$ cat src/rtl/frame_sequencer_pkg.sv
// Shared state encoding and width helpers for the frame sequencer and its delay counter.
package frame_sequencer_pkg;

    typedef enum logic [2:0] {
        ST_IDLE   = 3'd0,
        ST_ARM    = 3'd1,
        ST_UPDATE = 3'd2,
        ST_DRAW   = 3'd3,
        ST_WAIT   = 3'd4,
        ST_PAUSED = 3'd5,
        ST_OVER   = 3'd6
    } state_e;

    // A single-layer build still needs a 1-bit index bus.
    function automatic int layer_w_f(input int num_layers);
        return (num_layers > 1) ? $clog2(num_layers) : 1;
    endfunction

    function automatic int cnt_w_f(input int frame_ticks);
        return (frame_ticks > 1) ? $clog2(frame_ticks) : 1;
    endfunction

    localparam int DEF_NUM_LAYERS  = 2;
    localparam int DEF_FRAME_TICKS = 833333;
    localparam int DEF_FRAME_W     = 16;
    localparam int LAYER_W         = layer_w_f(DEF_NUM_LAYERS);
    localparam int CNT_W           = cnt_w_f(DEF_FRAME_TICKS);

endpackage

$ cat src/rtl/frame_sequencer_if.sv
// Key inputs, datapath/plotter handshake and status outputs of the frame sequencer.
interface frame_sequencer_if
    import frame_sequencer_pkg::*;
#(
    parameter int NUM_LAYERS = DEF_NUM_LAYERS,
    parameter int FRAME_W    = DEF_FRAME_W
);
    localparam int LW = layer_w_f(NUM_LAYERS);

    logic                  start;
    logic                  pause;
    logic                  finish_game;
    logic [NUM_LAYERS-1:0] draw_done;

    logic                  update;
    logic                  plot;
    logic [NUM_LAYERS-1:0] draw_sel;
    logic [LW-1:0]         layer_idx;
    logic [FRAME_W-1:0]    frame_count;
    logic                  paused;
    logic                  game_over;

    modport master (
        input  start, pause, finish_game, draw_done,
        output update, plot, draw_sel, layer_idx, frame_count, paused, game_over
    );

    modport slave (
        output start, pause, finish_game, draw_done,
        input  update, plot, draw_sel, layer_idx, frame_count, paused, game_over
    );

endinterface

$ cat src/rtl/frame_sequencer_delay_counter.sv
// Per-frame delay down-counter: load to FRAME_TICKS-1, count while enabled, saturate at 0.
// zero_o is registered-state only; no backpressure, the sequencer decides when to advance.
module frame_delay_counter
    import frame_sequencer_pkg::*;
#(
    parameter int FRAME_TICKS = DEF_FRAME_TICKS
) (
    input  logic clock,
    input  logic reset,
    input  logic load_i,
    input  logic enable_i,
    output logic zero_o
);
    localparam int              CW       = cnt_w_f(FRAME_TICKS);
    localparam logic [CW-1:0]   LOAD_VAL = CW'(FRAME_TICKS - 1);

    logic [CW-1:0] cnt_q;
    logic [CW-1:0] cnt_d;

    always_comb begin
        cnt_d = cnt_q;
        if (load_i) begin
            cnt_d = LOAD_VAL;
        end else if (enable_i && (cnt_q != '0)) begin
            cnt_d = cnt_q - CW'(1);
        end
    end

    always_ff @(posedge clock or negedge reset) begin
        if (!reset) begin
            cnt_q <= '0;
        end else begin
            cnt_q <= cnt_d;
        end
    end

    assign zero_o = (cnt_q == '0);

endmodule

$ cat src/rtl/frame_sequencer.sv
// Game-loop controller: UPDATE pulse, NUM_LAYERS draw passes gated by draw_done, then a timed WAIT.
// Moore outputs (no input-to-output path); pause/game-over stall the loop, nothing else pushes back.
module frame_sequencer
    import frame_sequencer_pkg::*;
#(
    parameter int NUM_LAYERS  = DEF_NUM_LAYERS,
    parameter int FRAME_TICKS = DEF_FRAME_TICKS,
    parameter int FRAME_W     = DEF_FRAME_W
) (
    input  logic              clock,
    input  logic              reset,
    frame_sequencer_if.master bus
);
    localparam int               LW         = layer_w_f(NUM_LAYERS);
    localparam logic [LW-1:0]    LAST_LAYER = LW'(NUM_LAYERS - 1);

    state_e              state_q, state_d;
    logic [LW-1:0]       layer_q, layer_d;
    logic [FRAME_W-1:0]  frame_q, frame_d;
    logic                pause_q;

    logic                pause_edge;
    logic                layer_done;
    logic                cnt_load;
    logic                cnt_en;
    logic                cnt_zero;

    logic                update_c;
    logic                plot_c;
    logic [NUM_LAYERS-1:0] draw_sel_c;
    logic [LW-1:0]       layer_idx_c;
    logic                paused_c;
    logic                game_over_c;

    assign pause_edge = bus.pause & ~pause_q;
    assign layer_done = bus.draw_done[layer_q];

    frame_delay_counter #(
        .FRAME_TICKS (FRAME_TICKS)
    ) u_delay (
        .clock    (clock),
        .reset    (reset),
        .load_i   (cnt_load),
        .enable_i (cnt_en),
        .zero_o   (cnt_zero)
    );

    always_comb begin
        state_d  = state_q;
        layer_d  = layer_q;
        frame_d  = frame_q;
        cnt_load = 1'b0;
        cnt_en   = 1'b0;
        case (state_q)
            ST_IDLE: begin
                if (bus.start) begin
                    state_d = ST_ARM;
                    frame_d = '0;
                end
            end
            ST_ARM: begin
                if (!bus.start) begin
                    state_d = ST_UPDATE;
                end
            end
            ST_UPDATE: begin
                layer_d = '0;
                state_d = bus.finish_game ? ST_OVER : ST_DRAW;
            end
            ST_DRAW: begin
                if (layer_done) begin
                    if (layer_q == LAST_LAYER) begin
                        state_d  = ST_WAIT;
                        layer_d  = '0;
                        cnt_load = 1'b1;
                    end else begin
                        layer_d = layer_q + LW'(1);
                    end
                end
            end
            ST_WAIT: begin
                // Every WAIT cycle consumes a tick, including the one that pauses;
                // a pause taken at zero therefore resumes straight into UPDATE.
                cnt_en = 1'b1;
                if (pause_edge) begin
                    state_d = ST_PAUSED;
                end else if (cnt_zero) begin
                    state_d = ST_UPDATE;
                    frame_d = frame_q + FRAME_W'(1);
                end
            end
            ST_PAUSED: begin
                if (pause_edge) begin
                    state_d = ST_WAIT;
                end
            end
            ST_OVER: begin
                if (bus.start) begin
                    state_d = ST_ARM;
                    frame_d = '0;
                end
            end
            default: begin
                state_d = ST_IDLE;
                layer_d = '0;
            end
        endcase
    end

    always_ff @(posedge clock or negedge reset) begin
        if (!reset) begin
            state_q <= ST_IDLE;
            layer_q <= '0;
            frame_q <= '0;
            pause_q <= 1'b0;
        end else begin
            state_q <= state_d;
            layer_q <= layer_d;
            frame_q <= frame_d;
            pause_q <= bus.pause;
        end
    end

    always_comb begin
        update_c    = 1'b0;
        plot_c      = 1'b0;
        draw_sel_c  = '0;
        layer_idx_c = '0;
        paused_c    = 1'b0;
        game_over_c = 1'b0;
        case (state_q)
            ST_UPDATE: update_c = 1'b1;
            ST_DRAW: begin
                plot_c      = 1'b1;
                draw_sel_c  = NUM_LAYERS'(1) << layer_q;
                layer_idx_c = layer_q;
            end
            ST_PAUSED: paused_c    = 1'b1;
            ST_OVER:   game_over_c = 1'b1;
            default: ;
        endcase
    end

    assign bus.update      = update_c;
    assign bus.plot        = plot_c;
    assign bus.draw_sel    = draw_sel_c;
    assign bus.layer_idx   = layer_idx_c;
    assign bus.frame_count = frame_q;
    assign bus.paused      = paused_c;
    assign bus.game_over   = game_over_c;

endmodule

$ cat src/flat_wrapper.sv
// flat-port wrapper written by rule: the top's interface ports become plain ports
module frame_sequencer_flat import frame_sequencer_pkg::*;
#(
    parameter int NUM_LAYERS  = DEF_NUM_LAYERS,
    parameter int FRAME_TICKS = DEF_FRAME_TICKS,
    parameter int FRAME_W     = DEF_FRAME_W
)
  (clock, reset, bus_start, bus_pause, bus_finish_game, bus_draw_done, bus_update, bus_plot, bus_draw_sel, bus_layer_idx, bus_frame_count, bus_paused, bus_game_over);
  frame_sequencer_if #(.NUM_LAYERS(NUM_LAYERS), .FRAME_W(FRAME_W)) bus_i ();
  input  logic clock;
  input  logic reset;
  input wire logic [$bits(bus_i.start)-1:0] bus_start;
  input wire logic [$bits(bus_i.pause)-1:0] bus_pause;
  input wire logic [$bits(bus_i.finish_game)-1:0] bus_finish_game;
  input wire logic [$bits(bus_i.draw_done)-1:0] bus_draw_done;
  output wire logic [$bits(bus_i.update)-1:0] bus_update;
  output wire logic [$bits(bus_i.plot)-1:0] bus_plot;
  output wire logic [$bits(bus_i.draw_sel)-1:0] bus_draw_sel;
  output wire logic [$bits(bus_i.layer_idx)-1:0] bus_layer_idx;
  output wire logic [$bits(bus_i.frame_count)-1:0] bus_frame_count;
  output wire logic [$bits(bus_i.paused)-1:0] bus_paused;
  output wire logic [$bits(bus_i.game_over)-1:0] bus_game_over;
  assign bus_i.start = bus_start;
  assign bus_i.pause = bus_pause;
  assign bus_i.finish_game = bus_finish_game;
  assign bus_i.draw_done = bus_draw_done;
  assign bus_update = bus_i.update;
  assign bus_plot = bus_i.plot;
  assign bus_draw_sel = bus_i.draw_sel;
  assign bus_layer_idx = bus_i.layer_idx;
  assign bus_frame_count = bus_i.frame_count;
  assign bus_paused = bus_i.paused;
  assign bus_game_over = bus_i.game_over;
  frame_sequencer #(.NUM_LAYERS(NUM_LAYERS), .FRAME_TICKS(FRAME_TICKS), .FRAME_W(FRAME_W)) u_core (.clock(clock), .reset(reset), .bus(bus_i));
endmodule
$ cat config.mk
export PLATFORM = sky130hd
export DESIGN_NAME = frame_sequencer_flat
export DESIGN_NICKNAME = d
export VERILOG_FILES = /design/src/rtl/frame_sequencer_pkg.sv /design/src/rtl/frame_sequencer_if.sv /design/src/rtl/frame_sequencer_delay_counter.sv /design/src/rtl/frame_sequencer.sv /design/src/flat_wrapper.sv
export SDC_FILE = /design/constraint.sdc
export NUM_CORES = 1
export LEC_CHECK = 0
export BUFFER_PORTS_ARGS = -buffer_cell sky130_fd_sc_hd__buf_2
export CAP_MARGIN = 20
export CORE_MARGIN = 3
export CORE_UTILIZATION = 40
export DETAILED_ROUTE_END_ITERATION = 12
export GPL_TIMING_DRIVEN = 0
export SYNTH_ARGS = -nofsm -noshare
export SYNTH_HDL_FRONTEND = slang
export SYNTH_SLANG_ARGS = --single-unit
$ cat constraint.sdc
create_clock -name clock -period 6 [get_ports clock]
set_input_delay 1.2 -clock clock [delete_from_list [all_inputs] [get_ports clock]]
set_output_delay 1.2 -clock clock [all_outputs]
set_load 0.01 [all_outputs]
==> flow_summary.json <==
{
  "seq_area_frac_synth": 0.4332,
  "die-area_mm2": 0.006881,
  "vias_per_cell": 5.698,
  "clk_path_buf_depth": 2,
  "crit_chain": "buf_2 -> or3b_2 -> a31o_2 -> nand2_1 -> clkbuf_1 -> clkbuf_1 -> o31ai_1 -> a21oi_1",
  "setup_viol": 0,
  "cts_setup_buffers": 0,
  "place_hpwl_mm": 3.879,
  "synth_fp_nets": 279,
  "fin_area_mm2": 0.002705,
  "die_y_um": 82.95,
  "ys_types": 44,
  "worstRegToRegCells": 8,
  "cp_slowest_cell": "or3b_2",
  "drt-pass1-iter-count": 5,
  "crit_family": "buffers and inverters",
  "synth_area_leaders": "dfrtp_1, o31ai_1, or4_1, a21oi_1, nand3_1",
  "worst_ep_arrival_time_ns": 3.35,
  "place.port_buffers": 29,
  "min_delay_path_depth": 1,
  "synth_edf_count": 0,
  "max_slew.worst_pin.slew_ns": 1.056,
  "max_slew_margin": 0.2897,
  "rsz0062_at_grt": "false",
  "maxCapViolCount": 0,
  "placed_area_mm2": 0.002604,
  "cts.repair.resized": 0,
  "drive_above_1_share": 0.1569,
  "met2_usage": 0.2675,
  "cts_tree": "built",
  "syn_area_mm2": 0.002369,
  "grt_usage": 0.1657,
  "timing_hold_violations_final": 0,
  "area_growth_pct": 14.21,
  "crit_buf_inv": 3,
  "vias": 2154,
  "setup_tns_ns": 0,
  "dp_cells": 370,
  "yosysMostFrequentCell": "dfrtp_1",
  "nets": 315,
  "powerDensity_mw_per_mm2": 348.7,
  "coreArea_mm2": 0.005608,
  "diodes": 0,
  "worstPathRequired_ns": 6.22,
  "synth-seq-cells": 41,
  "grt_max_degree": 42,
  "num_rows": 27,
  "end_kind": "register",
  "ant_nets": 0,
  "ir_worst_vdd_uv": 247.2,
  "grtUsageMet3": 0.03274,
  "path_clk_slew_ns": 0.08,
  "status": "finished, final reports clean",
  "wire_per_inst_um": 14.65,
  "post-route-period-util": 0.5203,
  "avgSynthCellArea_um2": 8.805,
  "fillers": 556,
  "met1_usage": 0.2174,
  "die_w_um": 82.95,
  "critPathMostFrequentCell": "clkbuf_1",
  "antenna_found_initial": 0,
  "yosys.area.top_type": "dfrtp_1",
  "hold_class": "register to register",
  "cts_hold_buf": 0,
  "num_io_pins": 30,
  "yosys_warnings": 0,
  "async_flop_share": 1.000,
  "cpPeakStageDelay_ns": 0.43,
  "grt_pass1_wl_mm": 9.501,
  "final-max-slew-violation-count": 0,
  "initial_core_util": 0.4224,
  "period_minus_slack_ns": 3.122,
  "clk_latency_ns": 0.30,
  "drc": 0,
  "critical_path_class": "primary input to register",
  "cp_max_fo": 10,
  "max_freq_mhz": 320.3,
  "startpoint_type": "primary input",
  "synth_ff_type": "dfrtp_1",
  "cts_root_buf": "clkbuf_8",
  "cp.depth": 8,
  "htreeDepth": 2,
  "cts.sinks": 41,
  "cellLeakagePower_uw": 0.001062,
  "busiest_layer": "met2",
  "cts_buffers": 5,
  "grt_overflow_total": 0,
  "initialDrtViolationCount": 108,
  "syn_inst": 269,
  "totalWireLength_mm": 5.537,
  "netlist.area_leader.share": 0.4332,
  "yosys-top-cells-count": "dfrtp_1, nand2_1, a21oi_1, nand3_1, nor2_1",
  "final.setup_skew_ns": 0.008544,
  "instances_no_fill": 378,
  "place.gp.congestion": 0.7908,
  "fin_hold_ws_ns": 0.4821,
  "grt_pass1_vias": 2068
}
[routing by layer]
metal / vias up / share of wire
met5: - / 0
li1: 1065 / -
met2: 44 / 0.48
met1: 1041 / 0.47
met4: 0 / 0.0083
met3: 4 / 0.038
[report_power, final]
part           internal, uW  leakage, uW  total (uW)  switching (uW)
clock                   104    0.0000542         203            98.7
sequential              335     0.000489         389            53.6
combinational           127     0.000519         352             224
total                   566      0.00106         943             377
[worst paths after layout]
kind                                          from                    endpoint  slack [ns]
max                                      bus_pause  u_core.bus.frame_count[13]        2.88
min                        u_core.u_delay.cnt_q[6]     u_core.u_delay.cnt_q[6]        0.48
max reg2reg                      u_core.state_q[1]  u_core.bus.frame_count[13]        3.24
min reg2reg                u_core.u_delay.cnt_q[6]     u_core.u_delay.cnt_q[6]        0.48
max in group asynchronous                    reset   u_core.bus.frame_count[4]        4.40
min in group asynchronous                    reset    u_core.u_delay.cnt_q[17]        1.03
[placed cells by master (no fill, tap or decap), types with 2 or more instances in the layout]
cell / instances
a31o_2: 2
clkbuf_8: 7
and2_1: 3
a21oi_1: 19
o41ai_1: 3
o22ai_1: 3
dfrtp_1: 41
or3_1: 6
inv_1: 10
nor2_1: 19
buf_2: 31
o21ai_0: 10
xor2_1: 10
buf_4: 2
o31ai_1: 14
ha_1: 3
nand2_1: 24
clkbuf_1: 12
nand4b_1: 3
nand3_1: 19
nand4_1: 8
or4_1: 14
nor4_1: 6
nor2b_1: 4
nand2b_1: 4
nand3b_1: 2
and3_1: 4
mux2i_1: 2
nor3_1: 4
[state kept, by name, summed over array words and instances (netlist names)]
register,flops
u_core.bus.frame_count,16
u_core.state_q,3
u_core.u_delay.cnt_q,20
u_core.layer_q,1
u_core.pause_q,1
[final cells by class]
class | count | area (um2) | area share
inverters | 10 | 37.54 | 0.01388
clock inverters | 1 | 5.005 | 0.001850
clock buffers | 7 | 96.34 | 0.03562
well taps | 72 | 90.09 | 0.03330
multi-input cells | 201 | 1224 | 0.4524
flip-flops and latches | 41 | 1026 | 0.3793
plain buffers | 17 | 81.33 | 0.03006
repair buffers | 29 | 145.1 | 0.05365
[stage by stage]
stage                 util  total power [uW]  setup WS, ns
finish              0.4824             943.2         2.878
global route        0.4824              1019         2.712
CTS                 0.4824             953.3         2.888
detailed placement  0.4643             746.9         2.558
global placement    0.4643             743.4         2.582
floorplan                -             638.3         3.133
[cells by family after synthesis]
family,Yosys count,synth area share
multiplexers,2,0.008453
XOR/XNOR,10,0.03698
AO/OA/AOI/OAI,60,0.1617
AND/OR/NAND/NOR,126,0.2937
adder cells (fa/ha/maj),3,0.01585
buffers and inverters,27,0.05018
flip-flops,41,0.4332
(Power assumes the default switching activity.)
